File: config.mk
export PLATFORM = sky130hd
export DESIGN_NAME = mem_access_unit_flat
export DESIGN_NICKNAME = d
export VERILOG_FILES = /design/src/rtl/mem_pkg.sv /design/src/rtl/mem_access_unit_if.sv /design/src/rtl/mem_access_unit_load_extend.sv /design/src/rtl/mem_access_unit.sv /design/src/flat_wrapper.sv
export SDC_FILE = /design/constraint.sdc
export NUM_CORES = 1
export LEC_CHECK = 0
export BUFFER_PORTS_ARGS = -buffer_cell sky130_fd_sc_hd__clkbuf_2
export CORE_ASPECT_RATIO = 0.8
export CORE_MARGIN = 8
export CORE_UTILIZATION = 54
export CTS_BUF_LIST = sky130_fd_sc_hd__clkbuf_4 sky130_fd_sc_hd__clkbuf_8
export CTS_CLUSTER_SIZE = 25
export DETAILED_ROUTE_END_ITERATION = 6
export PLACE_DENSITY = 0.85
export SLEW_MARGIN = 0
export SYNTH_ARGS = -nofsm -noshare
export SYNTH_HDL_FRONTEND = slang
export SYNTH_SLANG_ARGS = --single-unit
File: constraint.sdc
create_clock -name clk -period 5.12 [get_ports clk]
set_input_delay 0 -clock clk [delete_from_list [all_inputs] [get_ports clk]]
set_output_delay 0 -clock clk [all_outputs]
set_load 0.01 [all_outputs]
File: src/rtl/mem_pkg.sv
`default_nettype none
// +-----------------------------------------------------------------------+
// | mem_pkg : shared encodings for the MEM-stage data-memory access unit  |
// | Revision: 1.0                                                         |
// +-----------------------------------------------------------------------+
package mem_pkg;

  typedef enum logic [1:0] {
    SZ_BYTE = 2'b00,
    SZ_HALF = 2'b01,
    SZ_WORD = 2'b10,
    SZ_RSVD = 2'b11
  } mem_size_e;

  typedef enum logic [1:0] {
    ST_IDLE = 2'd0,
    ST_BUSY = 2'd1,
    ST_DONE = 2'd2
  } mau_state_e;

  localparam logic [3:0] BE_BYTE = 4'b0001;
  localparam logic [3:0] BE_HALF = 4'b0011;
  localparam logic [3:0] BE_WORD = 4'b1111;

endpackage
`default_nettype wire

File: src/rtl/mem_access_unit_if.sv
`default_nettype none
// +-----------------------------------------------------------------------+
// | mem_access_unit_if : req/ack data-memory bus                          |
// | Revision: 1.0                                                         |
// +-----------------------------------------------------------------------+
interface mem_access_unit_if;
  logic        dm_req;
  logic        dm_we;
  logic [31:0] dm_addr;
  logic [3:0]  dm_be;
  logic [31:0] dm_wdata;
  logic        dm_ack;
  logic [31:0] dm_rdata;

  modport master (
    output dm_req, dm_we, dm_addr, dm_be, dm_wdata,
    input  dm_ack, dm_rdata
  );

  modport slave (
    input  dm_req, dm_we, dm_addr, dm_be, dm_wdata,
    output dm_ack, dm_rdata
  );
endinterface
`default_nettype wire

File: src/rtl/mem_access_unit_load_extend.sv
`default_nettype none
// +-----------------------------------------------------------------------+
// | load_extend : lane select and sign/zero extension of a read word      |
// | Revision: 1.0                                                         |
// +-----------------------------------------------------------------------+
module load_extend
  import mem_pkg::*;
(
  input  logic [31:0] word_i,
  input  logic [1:0]  offset_i,
  input  logic [1:0]  size_i,
  input  logic        signed_i,
  output logic [31:0] result_o
);

  logic [7:0]  byte_sel;
  logic [15:0] half_sel;

  always_comb begin
    byte_sel = word_i[7:0];
    case (offset_i)
      2'd1:    byte_sel = word_i[15:8];
      2'd2:    byte_sel = word_i[23:16];
      2'd3:    byte_sel = word_i[31:24];
      default: byte_sel = word_i[7:0];
    endcase
    half_sel = offset_i[1] ? word_i[31:16] : word_i[15:0];

    case (size_i)
      SZ_BYTE: result_o = {{24{signed_i & byte_sel[7]}}, byte_sel};
      SZ_HALF: result_o = {{16{signed_i & half_sel[15]}}, half_sel};
      default: result_o = word_i;
    endcase
  end

endmodule
`default_nettype wire

File: src/rtl/mem_access_unit.sv
`default_nettype none
// +-----------------------------------------------------------------------+
// | mem_access_unit : MEM-stage load/store to req/ack bus, stalls the     |
// | pipeline until done. Option macro: MEM_ALIGN_CHECK_EN                  |
// | Revision: 1.0                                                         |
// +-----------------------------------------------------------------------+
module mem_access_unit
  import mem_pkg::*;
#(
  parameter int unsigned TIMEOUT_CYC = 255
) (
  input  logic        clk,
  input  logic        rst,
  input  logic        MemRead_in,
  input  logic        MemWrite_in,
  input  logic [1:0]  MemSize_in,
  input  logic        MemSigned_in,
  input  logic [31:0] addr_in,
  input  logic [31:0] wdata_in,
  output logic        stall_out,
  output logic [31:0] mem_rdata_out,
  output logic        bus_err_out,
`ifdef MEM_ALIGN_CHECK_EN
  output logic        misalign_out,
`endif
  mem_access_unit_if.master dm
);

  localparam logic [7:0] LAST_CNT = 8'(TIMEOUT_CYC - 1);

  mau_state_e  state_q;
  logic [7:0]  cnt_q;
  logic        dm_req_q, dm_we_q;
  logic [31:0] dm_addr_q, dm_wdata_q, mem_rdata_q;
  logic [3:0]  dm_be_q, be_d;
  logic [31:0] wdata_d, ld_data;
  logic        bus_err_q, is_load_q, signed_q;
  logic [1:0]  size_q, off_q;
  logic        op;

  assign op = MemRead_in | MemWrite_in;

  always_comb begin
    be_d    = BE_WORD;
    wdata_d = wdata_in;
    case (MemSize_in)
      SZ_BYTE: begin
        be_d    = BE_BYTE << addr_in[1:0];
        wdata_d = {4{wdata_in[7:0]}};
      end
      SZ_HALF: begin
        be_d    = BE_HALF << {addr_in[1], 1'b0};
        wdata_d = {2{wdata_in[15:0]}};
      end
      default: begin
        be_d    = BE_WORD;
        wdata_d = wdata_in;
      end
    endcase
  end

`ifdef MEM_ALIGN_CHECK_EN
  logic misalign_d, misalign_q;
  always_comb begin
    case (MemSize_in)
      SZ_BYTE: misalign_d = 1'b0;
      SZ_HALF: misalign_d = addr_in[0];
      default: misalign_d = |addr_in[1:0];
    endcase
  end
  assign misalign_out = misalign_q;
`endif

  load_extend u_load_extend (
    .word_i   (dm.dm_rdata),
    .offset_i (off_q),
    .size_i   (size_q),
    .signed_i (signed_q),
    .result_o (ld_data)
  );

  always_ff @(posedge clk) begin
    if (!rst) begin
      state_q     <= ST_IDLE;
      cnt_q       <= '0;
      dm_req_q    <= 1'b0;
      dm_we_q     <= 1'b0;
      dm_addr_q   <= '0;
      dm_be_q     <= '0;
      dm_wdata_q  <= '0;
      mem_rdata_q <= '0;
      bus_err_q   <= 1'b0;
      is_load_q   <= 1'b0;
      signed_q    <= 1'b0;
      size_q      <= '0;
      off_q       <= '0;
`ifdef MEM_ALIGN_CHECK_EN
      misalign_q  <= 1'b0;
`endif
    end else begin
      bus_err_q <= 1'b0;
`ifdef MEM_ALIGN_CHECK_EN
      misalign_q <= 1'b0;
`endif
      case (state_q)
        ST_IDLE: begin
`ifdef MEM_ALIGN_CHECK_EN
          // A misaligned access never reaches the bus.
          if (op && misalign_d) begin
            misalign_q <= 1'b1;
            if (MemRead_in) mem_rdata_q <= '0;
            state_q <= ST_DONE;
          end else
`endif
          if (op) begin
            dm_req_q   <= 1'b1;
            dm_we_q    <= MemWrite_in;
            dm_addr_q  <= {addr_in[31:2], 2'b00};
            dm_be_q    <= be_d;
            dm_wdata_q <= wdata_d;
            is_load_q  <= MemRead_in;
            size_q     <= MemSize_in;
            signed_q   <= MemSigned_in;
            off_q      <= addr_in[1:0];
            cnt_q      <= '0;
            state_q    <= ST_BUSY;
          end
        end
        ST_BUSY: begin
          if (dm.dm_ack) begin
            dm_req_q <= 1'b0;
            if (is_load_q) mem_rdata_q <= ld_data;
            state_q <= ST_DONE;
          end else if (cnt_q == LAST_CNT) begin
            dm_req_q  <= 1'b0;
            bus_err_q <= 1'b1;
            if (is_load_q) mem_rdata_q <= '0;
            state_q <= ST_DONE;
          end else begin
            cnt_q <= cnt_q + 8'd1;
          end
        end
        ST_DONE: state_q <= ST_IDLE;
        default: state_q <= ST_IDLE;
      endcase
    end
  end

  // Outputs held low for the whole time reset is asserted.
  assign stall_out     = rst & ((state_q == ST_BUSY) | ((state_q == ST_IDLE) & op));
  assign mem_rdata_out = mem_rdata_q;
  assign bus_err_out   = bus_err_q;
  assign dm.dm_req     = dm_req_q;
  assign dm.dm_we      = dm_we_q;
  assign dm.dm_addr    = dm_addr_q;
  assign dm.dm_be      = dm_be_q;
  assign dm.dm_wdata   = dm_wdata_q;

endmodule
`default_nettype wire

File: src/flat_wrapper.sv
// flat-port wrapper written by rule: the top's interface ports become plain ports
module mem_access_unit_flat import mem_pkg::*;
#(
  parameter int unsigned TIMEOUT_CYC = 255
)
  (clk, rst, MemRead_in, MemWrite_in, MemSize_in, MemSigned_in, addr_in, wdata_in, stall_out, mem_rdata_out, bus_err_out, dm_dm_req, dm_dm_we, dm_dm_addr, dm_dm_be, dm_dm_wdata, dm_dm_ack, dm_dm_rdata);
  mem_access_unit_if dm_i ();
  input  logic clk;
  input  logic rst;
  input  logic MemRead_in;
  input  logic MemWrite_in;
  input  logic [1:0] MemSize_in;
  input  logic MemSigned_in;
  input  logic [31:0] addr_in;
  input  logic [31:0] wdata_in;
  output logic stall_out;
  output logic [31:0] mem_rdata_out;
  output logic bus_err_out;
  output wire logic [$bits(dm_i.dm_req)-1:0] dm_dm_req;
  output wire logic [$bits(dm_i.dm_we)-1:0] dm_dm_we;
  output wire logic [$bits(dm_i.dm_addr)-1:0] dm_dm_addr;
  output wire logic [$bits(dm_i.dm_be)-1:0] dm_dm_be;
  output wire logic [$bits(dm_i.dm_wdata)-1:0] dm_dm_wdata;
  input wire logic [$bits(dm_i.dm_ack)-1:0] dm_dm_ack;
  input wire logic [$bits(dm_i.dm_rdata)-1:0] dm_dm_rdata;
  assign dm_dm_req = dm_i.dm_req;
  assign dm_dm_we = dm_i.dm_we;
  assign dm_dm_addr = dm_i.dm_addr;
  assign dm_dm_be = dm_i.dm_be;
  assign dm_dm_wdata = dm_i.dm_wdata;
  assign dm_i.dm_ack = dm_dm_ack;
  assign dm_i.dm_rdata = dm_dm_rdata;
  mem_access_unit #(.TIMEOUT_CYC(TIMEOUT_CYC)) u_core (.clk(clk), .rst(rst), .MemRead_in(MemRead_in), .MemWrite_in(MemWrite_in), .MemSize_in(MemSize_in), .MemSigned_in(MemSigned_in), .addr_in(addr_in), .wdata_in(wdata_in), .stall_out(stall_out), .mem_rdata_out(mem_rdata_out), .bus_err_out(bus_err_out), .dm(dm_i));
endmodule
==> impl_metrics.py, run 1 <==
metrics = {
    "status": {
        "status": "finished, final reports clean",
    },
    "detailed_routing": {
        "drcViolationCount": 0,
        "viasPerCell": 5.91,
        "antenna_left": 0,
        "routed_wl_um": 18800,
        "wl_per_cell_um": 20.4,
        "drtPass1Iterations": 5,
        "drtIter0Drc": 435,
        "num_vias": 5439,
    },
    "power_and_ir_drop": {
        "ir_drop_mv": 0.258,
        "p_int_mw": 1.71,
        "clkPwrFrac": 0.393,
        "power_leakage_nw": 3.47,
        "p_per_area_nw_per_um2": 320,
        "combinationalPowerShare": 0.179,
        "p_sw_frac": 0.286,
        "p_sw_uw": 687,
        "p_seq_frac": 0.428,
    },
    "die": {
        "dieArea_um2": 12600,
        "coreArea_um2": 9040,
        "rows": 31,
        "start_util": 0.555,
        "io_pins": 208,
        "die_x_um": 124,
        "die_y_um": 102,
    },
    "clock_network": {
        "post_cts_buffers": 0,
        "clock_latency_ns": 0.45,
        "htreeDepth": 4,
        "clockBufferDepth": 2,
        "clk_pin_slew_ns": 0.07,
        "clock-sinks": 117,
        "cts_made_buffers": 17,
        "cts.root.buffer_cell": "clkbuf_8",
        "cts_tree": "yes",
    },
    "final_layout": {
        "drive_gt1_frac": 0.335,
        "finalInstanceArea_um2": 7490,
        "areaGrowthSynthToFinish_pct": 49.3,
        "layout_common_cells": "clkbuf_2 (205), dfxtp_1 (117), dlygate4sd3_1 (104)",
        "layout_commonest_cell": "clkbuf_2",
        "nets": 897,
    },
    "place": {
        "dp_hpwl_um": 11100,
        "post_dp_cell_area_um2": 6010,
        "portBuffers": 205,
        "gp_congestion": 0.820,
    },
    "grt": {
        "overflow": 0,
        "grt_max_degree": 47,
        "grt_pass1_vias": 5598,
        "antenna_found_initial": 1,
        "track_usage": 0.295,
        "grt_pass1_wl_um": 28800,
    },
    "worst_setup_path": {
        "crit_family": "flip-flops",
        "arrival_ns": 2.57,
        "startpoint_type": "flop",
        "path_cells": "mux4_2 > a31oi_4 > nand2_1 > a32o_1",
        "crit_fanout": 16,
        "cp-end-kind": "flop",
        "slowest_delay_ns": 0.79,
        "critical_path_class": "flop to flop",
        "cp_slowest_cell": "dfxtp_1",
        "regToRegSetupSlack_ns": 2.88,
        "path_buf_inv": 0,
        "critPathRequiredTime_ns": 5.45,
    },
    "flow_run": {
        "max-cap-violations": 0,
    },
    "synth": {
        "syn_area_per_cell_um2": 10.0,
        "async_reset_ff_frac": 0,
        "synth-edff-count": 0,
        "synth-seq-area-share": 0.467,
        "synth-main-ff-cell": "dfxtp_1",
        "syn_inst": 499,
        "yosysTopAreaCellShare": 0.467,
        "synth_cell_types": 58,
        "yosysTopAreaCell": "dfxtp_1",
        "synth_seq_cells": 117,
        "ys_top_cells_by_area": "dfxtp_1 (47%), a22o_1 (5.4%), nand2_1 (4.6%)",
        "yosysWarnings": 0,
        "syn_area_um2": 5010,
    },
    "sta": {
        "fin_crit_sh": 0.437,
        "setup_viol": 0,
        "finalHoldViolations": 0,
        "min_period_ns": 2.24,
        "rsz0062_at_grt": "no",
        "fmaxAchievable_mhz": 447,
        "slew-limit-headroom": 0.317,
        "drv_slew": 0,
        "clock_skew_ns": 0.0119,
        "worst_slew_pin_slew_ns": 1.02,
        "tns_ns": 0,
    },
    "hold_path": {
        "hp-class": "input pin to flop",
    },
}
==> state kept, by name, summed over array words and instances, names as in the netlist, 2 cells and up <==
register	cells
u_core.size_q	2
u_core.state_q	2
u_core.dm.dm_be	4
u_core.dm.dm_addr	30
u_core.cnt_q	8
u_core.mem_rdata_out	32
u_core.off_q	2
u_core.dm.dm_wdata	32
==> tightest hold or removal path, cell delays in order <==
cell	delay [ns]
clkbuf_2	0.25
nand2_1	0.11
o21ai_0	0.08
==> cell families (layout without fill, tap and decap cells) <==
logic type / after synthesis / in the layout / share of synthesized area
adder cells (fa/ha/maj): 2 / 2 / 0.00499
buffers and inverters: 47 / 351 / 0.0504
other: 1 / 4 / 0.000748
flip-flops: 117 / 117 / 0.467
AND/OR/NAND/NOR: 138 / 138 / 0.131
AO/OA/AOI/OAI: 150 / 150 / 0.252
multiplexers: 39 / 39 / 0.0848
XOR/XNOR: 5 / 5 / 0.00873
==> synthesized netlist by cell type, types with 4 or more instances <==
library cell  count
dfxtp_1         117
nand2_1          62
a22o_1           31
mux2i_1          23
clkbuf_1         21
nor2_1           21
a221o_1          16
a21boi_0         14
mux2_2           14
nor3_1           14
o2bb2ai_1        14
a21oi_1          13
nand2b_1         13
o21ai_0          13
o211a_1          12
a32o_1           11
buf_2             7
buf_6             7
o21a_1            7
o211ai_1          6
nand3_1           5
buf_4             4
inv_1             4
xor2_1            4
==> power groups by stage <==
stage                     clock, mW  sequential [mW]  combinational (mW)
after floorplan                   0             1.05               0.192
after global placement            0             1.04               0.336
after detailed placement          0             1.04               0.346
after CTS                     0.943             1.02               0.412
after global routing          0.989             1.03               0.458
final                         0.942             1.03               0.430
==> cell type report <==
class	count	area [um2]
Multi-Input combinational cell	336	2440
Timing Repair Buffer	313	2100
Fill cell	501	1550
Inverter	6	22.5
Antenna cell	2	5.00
Sequential cell	117	2340
Clock buffer	17	234
Clock inverter	15	203
Tap cell	115	144
==> layer usage <==
| layer | part of all wire | global-route usage |
|---|---|---|
| met5 | 0 | 0 |
| met4 | 0.041 | 0.193 |
| met3 | 0.093 | 0.0917 |
| met2 | 0.50 | 0.492 |
| met1 | 0.36 | 0.318 |
==> through the flow <==
| step | worst slack, ns | utilization | hold slack (ns) | total power, mW | instances |
|---|---|---|---|---|---|
| after global placement | 2.77 | 0.665 | 0.216 | 1.37 | 783 |
| after detailed placement | 2.66 | 0.665 | 0.220 | 1.38 | 783 |
| final | 2.88 | 0.829 | 0.0600 | 2.40 | 921 |
| after CTS | 2.93 | 0.828 | 0.0317 | 2.37 | 919 |
| after floorplan | 3.50 | - | 0.133 | 1.24 | 500 |
| after global routing | 2.69 | 0.828 | 0.0553 | 2.48 | 920 |
==> worst paths after layout <==
path | start | endpoint | depth (start not counted)
worst min register to register | u_core.mem_rdata_out[11] | u_core.mem_rdata_out[11] | 1
worst min-delay path | MemSize_in[0] | u_core.size_q[0] | 3
worst max register to register | u_core.off_q[1] | u_core.mem_rdata_out[9] | 4
worst max-delay path | u_core.off_q[1] | u_core.mem_rdata_out[9] | 4
==> repair_timing <==
item	4_1_cts	5_1_grt
hold buffers	104	0
endpoints found under the hold margin	103	0
endpoints found under the setup margin	0	0
gates resized for setup	0	0
(Power assumes the default switching activity.)
==> inputs of run 2 (changes only) <==
- ABC_AREA: default -> 1
- CORE_UTILIZATION: 54 -> 50
- PLACE_DENSITY: 0.85 -> 0.79
- clock period: 5.12 -> 2.1 ns (I/O delays scaled with it)
==> run 2 against run 1 <==
  * Worst hold slack got worse by 0.012 ns
  * Clock-buffer cell count rose by 2
  * Core utilization fell by 8.1 points
  * Power rose by 130%
  * Flip-flop and latch count did not move
  * Sequential power rose by 140%
  * Wire length rose by 2.0%
  * Synthesized cell count rose by 41%
  * Register-to-register slack got worse by 2.7 ns
  * Critical endpoint is now u_core.cnt_q[0]
  * Highest routed layer unchanged
==> impl_metrics.py, run 2 <==
metrics = {
    "power_and_ir_drop": {
        "power_leakage_nw": 3.62,
        "p_per_area_nw_per_um2": 732,
        "ir_drop_mv": 0.492,
    },
    "detailed_routing": {
        "wl_per_cell_um": 16.8,
        "routed_wl_um": 19200,
        "drcViolationCount": 0,
        "antenna_left": 0,
        "drtPass1Iterations": 6,
        "drtIter0Drc": 723,
        "num_vias": 6091,
        "viasPerCell": 5.32,
    },
    "synth": {
        "yosysMostFrequentCell": "nand2_1",
        "synth-seq-area-share": 0.456,
        "yosysTopAreaCellShare": 0.456,
        "synth-main-ff-cell": "dfxtp_1",
        "syn_area_um2": 5140,
        "syn_area_per_cell_um2": 7.29,
        "async_reset_ff_frac": 0,
        "yosysWarnings": 0,
        "synthTopCellsByCount": "nand2_1 (172), dfxtp_1 (117), nor2_1 (76), a21oi_1 (71), o21ai_0 (64)",
        "yosysTopAreaCell": "dfxtp_1",
        "ys_top_cells_by_area": "dfxtp_1 (46%), nand2_1 (13%), a21oi_1 (6.9%)",
        "synth-edff-count": 0,
        "synth_seq_cells": 117,
        "syn_inst": 705,
        "synth_cell_types": 35,
    },
    "worst_setup_path": {
        "reg2reg_depth": 5,
        "slowest_delay_ns": 0.82,
        "critical_path_class": "input pin to flop",
        "r2r_end": "u_core.cnt_q[0]",
        "arrival_ns": 2.28,
        "startpoint_type": "input pin",
        "path_cells": "dlygate4sd3_1 > clkbuf_2 > nor2_1 > nor3_4 > nor2_4 > buf_6 > o21ai_0 > a21oi_1",
        "crit_fanout": 49,
        "regToRegSetupSlack_ns": 0.20,
        "cp-startpoint": "MemRead_in",
        "cp-end-kind": "flop",
        "critPathRequiredTime_ns": 2.47,
        "rr_startpoint": "u_core.state_q[1]",
        "cp_slowest_cell": "nor2_4",
        "cp-endpoint": "u_core.cnt_q[0]",
    },
    "sta": {
        "min_period_ns": 1.91,
        "fin_crit_sh": 0.910,
        "worst_slew_pin_slew_ns": 1.10,
        "finalHoldViolations": 0,
        "slew-limit-headroom": 0.268,
        "setup_viol": 0,
        "fmaxAchievable_mhz": 523,
        "drv_slew": 0,
        "clock_skew_ns": 0.0151,
        "tns_ns": 0,
    },
    "die": {
        "dieArea_um2": 13800,
        "io_pins": 208,
        "rows": 33,
        "coreArea_um2": 10100,
        "die_y_um": 107,
        "start_util": 0.508,
        "die_x_um": 129,
    },
    "hold_path": {
        "hold_start": "dm_dm_rdata[7]",
        "hp-class": "input pin to flop",
    },
    "grt": {
        "track_usage": 0.277,
        "overflow": 0,
        "grt_pass1_wl_um": 30300,
        "grt_max_degree": 50,
        "antenna_found_initial": 1,
        "grt_pass1_vias": 5873,
    },
    "final_layout": {
        "instances_no_fill": 1144,
        "nets": 1096,
        "drive_gt1_frac": 0.265,
        "layout_commonest_cell": "clkbuf_2",
        "areaGrowthSynthToFinish_pct": 47.1,
        "layout_common_cells": "clkbuf_2 (205), nand2_1 (172), dfxtp_1 (117)",
    },
    "clock_network": {
        "clk_pin_slew_ns": 0.08,
        "clockBufferDepth": 2,
        "cts.root.buffer_cell": "clkbuf_8",
        "clock-sinks": 117,
        "htreeDepth": 4,
        "cts_tree": "yes",
        "post_cts_buffers": 0,
        "clock_latency_ns": 0.44,
        "cts_made_buffers": 17,
    },
    "place": {
        "gp_congestion": 0.928,
        "dp_hpwl_um": 12200,
        "dp.cells": 1016,
        "portBuffers": 205,
    },
    "status": {
        "status": "finished, final reports clean",
    },
    "flow_run": {
        "max-cap-violations": 0,
    },
}
[run 2: changes by cell type in the layout (fill, tap and decap cells not counted), sizes merged, moves of 16 or more]
| cell | delta |
|---|---|
| nand2 | +113 |
| a21oi | +59 |
| nor2 | +58 |
| o21ai | +53 |
| inv | +48 |
| nand3 | +33 |
| mux2i | -23 |
| a221o | -16 |
[run 2: worst min-delay path by stage]
stage / cells after the start / to / slack, ns
after floorplan: 2 / u_core.dm.dm_addr[31] / 0.13
after global placement: 2 / u_core.dm.dm_addr[29] / 0.23
after detailed placement: 2 / u_core.dm.dm_addr[28] / 0.23
after CTS: 4 / u_core.mem_rdata_out[7] / 0.03
after global routing: 4 / u_core.mem_rdata_out[7] / 0.05
final: 4 / u_core.mem_rdata_out[7] / 0.05
[run 2: routing by layer]
layer,part of all wire,track usage,vias up
li1,-,-,2903
met1,0.40,0.337,2713
met2,0.44,0.429,376
met3,0.098,0.0754,99
met4,0.054,0.167,0
met5,0,0,-
[run 2: kinds of logic (layout without fill, tap and decap cells)]
logic type	Yosys count	count (layout)	share of synthesized area
compound gates	185	185	0.209
xor+xnor	2	2	0.00341
fa+ha+maj	2	2	0.00487
buf+inv	99	396	0.0830
flops	117	117	0.456
other cells	1	3	0.000730
simple gates	299	299	0.243
[run 2: through the flow]
| step | hold WS, ns | utilization | power, mW | setup WS (ns) | area (um2) |
|---|---|---|---|---|---|
| after detailed placement | 0.229 | 0.615 | 3.40 | 0.175 | 6220 |
| after CTS | 0.0299 | 0.747 | 5.50 | 0.170 | 7550 |
| after global placement | 0.225 | 0.615 | 3.40 | 0.186 | 6220 |
| after global routing | 0.0467 | 0.747 | 5.76 | -0.00333 | 7560 |
| final | 0.0483 | 0.747 | 5.53 | 0.188 | 7560 |
| after floorplan | 0.135 | - | 3.02 | 0.671 | 5140 |
[run 2: repair_timing]
action | CTS | global route
endpoints found under the hold margin | 97 | 0
resized for setup | 0 | 1
setup endpoints to repair | 0 | 1
hold buffers | 95 | 0
[run 2: area by class of cell]
| class | count | area (um2) |
|---|---|---|
| antenna | 1 | 2.50 |
| tap | 140 | 175 |
| timing repair buffer | 310 | 2070 |
| sequential | 117 | 2340 |
| fill | 726 | 2550 |
| multi-input combinational | 490 | 2390 |
| clock buffer | 19 | 255 |
| clock inverter | 13 | 124 |
| inverter | 54 | 203 |
[run 2: worst max-delay path, delay by kind of cell]
family          cells  cell delay (ns)
simple gates        3             1.13
buf+inv             3             0.90
compound gates      2             0.23
[run 2: where the power goes]
| part | leakage, nW | total, mW | switching [mW] | internal (mW) |
|---|---|---|---|---|
| clock network | 0.187 | 1.98 | 0.990 | 0.993 |
| registers | 0.959 | 2.46 | 0.0958 | 2.37 |
| logic | 2.47 | 1.09 | 0.629 | 0.456 |
==> inputs of run 3 (changes only) <==
- CORE_UTILIZATION: 50 -> 52
- CTS_BUF_LIST: sky130_fd_sc_hd__clkbuf_4 sky130_fd_sc_hd__clkbuf_8 -> default
- PLACE_DENSITY: 0.79 -> 0.82
- clock period: 2.1 -> 2.3 ns (I/O delays scaled with it)
==> run 3 against run 2 <==
  * Register-to-register slack lost 0.02 ns
  * Clock-buffer cell count grew 1
  * Power grew 5.4%
  * Largest cell class unchanged
==> impl_metrics.py, run 3 (same netlist as run 2, synthesis figures left out) <==
metrics = {
    "status": {
        "status": "finished, final reports clean",
    },
    "worst_setup_path": {
        "regToRegSetupSlack_ns": 0.18,
        "startpoint_type": "flop",
        "rr_startpoint": "u_core.state_q[1]",
        "cp-end-kind": "flop",
        "arrival_ns": 2.41,
        "crit_fanout": 11,
        "reg2reg_depth": 7,
        "critical_path_class": "flop to flop",
        "r2r_end": "u_core.dm.dm_wdata[25]",
        "critPathRequiredTime_ns": 2.59,
    },
    "detailed_routing": {
        "wl_per_cell_um": 17.7,
        "num_vias": 6222,
        "drtPass1Iterations": 7,
        "routed_wl_um": 20100,
        "antenna_left": 0,
        "drcViolationCount": 0,
        "viasPerCell": 5.49,
        "drtIter0Drc": 758,
    },
    "sta": {
        "setup_viol": 0,
        "min_period_ns": 2.12,
        "fmaxAchievable_mhz": 471,
        "finalHoldViolations": 0,
        "slew-limit-headroom": 0.627,
        "fin_crit_sh": 0.922,
        "clock_skew_ns": 0.00821,
        "rsz0062_at_grt": "no",
        "worst_slew_pin_slew_ns": 0.558,
        "drv_slew": 0,
        "tns_ns": 0,
    },
    "grt": {
        "overflow": 0,
        "track_usage": 0.293,
        "met1_usage": 0.339,
        "grt-busiest-layer": "met2",
        "grt_use_met2": 0.481,
        "grt_pass1_vias": 6012,
        "grt_pass1_wl_um": 31600,
        "grt.met3_usage": 0.0741,
        "antenna_found_initial": 1,
        "grt_max_degree": 41,
    },
    "power_and_ir_drop": {
        "power_leakage_nw": 3.67,
        "ir_drop_mv": 0.547,
        "p_sw_frac": 0.281,
        "total_power_mw": 5.83,
        "p_seq_frac": 0.387,
        "p_per_area_nw_per_um2": 760,
        "p_sw_mw": 1.64,
        "clkPwrFrac": 0.443,
        "combinationalPowerShare": 0.170,
        "p_int_mw": 4.19,
    },
    "flow_run": {
        "max-cap-violations": 0,
    },
    "final_layout": {
        "drive_gt1_frac": 0.264,
        "areaGrowthSynthToFinish_pct": 49.4,
        "fillCellCount": 669,
        "layout_common_cells": "clkbuf_2 (205), nand2_1 (172), dfxtp_1 (117)",
        "nets": 1090,
        "layout_commonest_cell": "clkbuf_2",
    },
    "hold_path": {
        "min_to": "u_core.mem_rdata_out[30]",
        "hold_start": "dm_dm_rdata[30]",
        "hp-class": "input pin to flop",
        "holdPathStages": 5,
    },
    "die": {
        "start_util": 0.533,
        "rows": 32,
        "dieArea_um2": 13300,
        "coreArea_um2": 9650,
        "io_pins": 208,
        "die_y_um": 105,
        "die_x_um": 127,
    },
    "clock_network": {
        "clockBufferDepth": 2,
        "cts_tree": "yes",
        "clk_pin_slew_ns": 0.05,
        "cts_made_buffers": 17,
        "post_cts_buffers": 0,
        "cts_hold_buf": 90,
        "clock-sinks": 117,
        "htreeDepth": 4,
        "cts.root.buffer_cell": "clkbuf_16",
        "clock_latency_ns": 0.41,
        "post_cts_resized": 0,
    },
    "place": {
        "dp_hpwl_um": 12100,
        "portBuffers": 205,
        "gp_congestion": 0.964,
    },
}
## run 3: cell count changes in the layout (fill, tap and decap cells not counted), moves of 2 or more
cell and change:
clkbuf_1 +2, clkbuf_16 +17, clkbuf_8 -17, clkinv_4 -2, clkinvlp_4 +2, dlygate4sd3_1 -5, inv_6 -3
## run 3: metal layers
metal,routed length [um],part of all wire
met5,0,0
met4,1100,0.055
met3,1920,0.095
met2,9430,0.47
met1,7670,0.38
## run 3: worst max path at each step
stage | slack, ns | startpoint | end | cells past startpoint
finish | 0.18 | u_core.state_q[1] | u_core.dm.dm_wdata[25] | 7
global route | 0.1 | u_core.state_q[1] | u_core.dm.dm_wdata[25] | 7
CTS | 0.34 | u_core.state_q[1] | u_core.dm.dm_wdata[24] | 7
detailed placement | 0.60 | u_core.cnt_q[0] | u_core.mem_rdata_out[1] | 11
global placement | 0.64 | u_core.cnt_q[0] | u_core.mem_rdata_out[6] | 11
floorplan | 0.87 | u_core.cnt_q[0] | u_core.mem_rdata_out[19] | 11
## run 3: power groups by stage
stage	Combinational (mW)	Sequential (mW)	Clock, mW
after floorplan	0.427	2.33	0
after global placement	0.806	2.28	0
after detailed placement	0.811	2.29	0
after CTS	0.946	2.25	2.59
after global routing	1.07	2.27	2.71
final	0.993	2.26	2.58
## run 3: final cells by class
class | instances | area (um2) | area share
clock inverter | 12 | 130 | 0.0169
sequential | 117 | 2340 | 0.305
clock buffer | 20 | 447 | 0.0582
inverter | 54 | 203 | 0.0264
timing repair buffer | 304 | 1990 | 0.260
tap | 136 | 170 | 0.0222
multi-input combinational | 490 | 2390 | 0.311
antenna | 1 | 2.50 | 0.000326
## run 3: worst max-delay path, cell delays in order, from the launching register on
cell	delay [ns]
dfxtp_1	0.36
nor3_4	0.27
inv_1	0.24
nor2_1	0.22
o21ai_0	0.17
o211ai_1	0.12
nand2_1	0.08
dlygate4sd3_1	0.55
## run 3: metrics by stage
| step | cell area [um2] | instances | setup WS [ns] | util | hold WS (ns) |
|---|---|---|---|---|---|
| 3_5_place_dp | 6200 | 1011 | 0.598 | 0.643 | 0.228 |
| 3_3_place_gp | 6200 | 1011 | 0.641 | 0.643 | 0.223 |
| 6_report | 7680 | 1134 | 0.179 | 0.796 | 0.00864 |
| 2_1_floorplan | 5140 | 706 | 0.871 | - | 0.135 |
| 4_1_cts | 7680 | 1133 | 0.338 | 0.796 | 0.00237 |
| 5_1_grt | 7680 | 1134 | 0.0956 | 0.796 | 0.0304 |
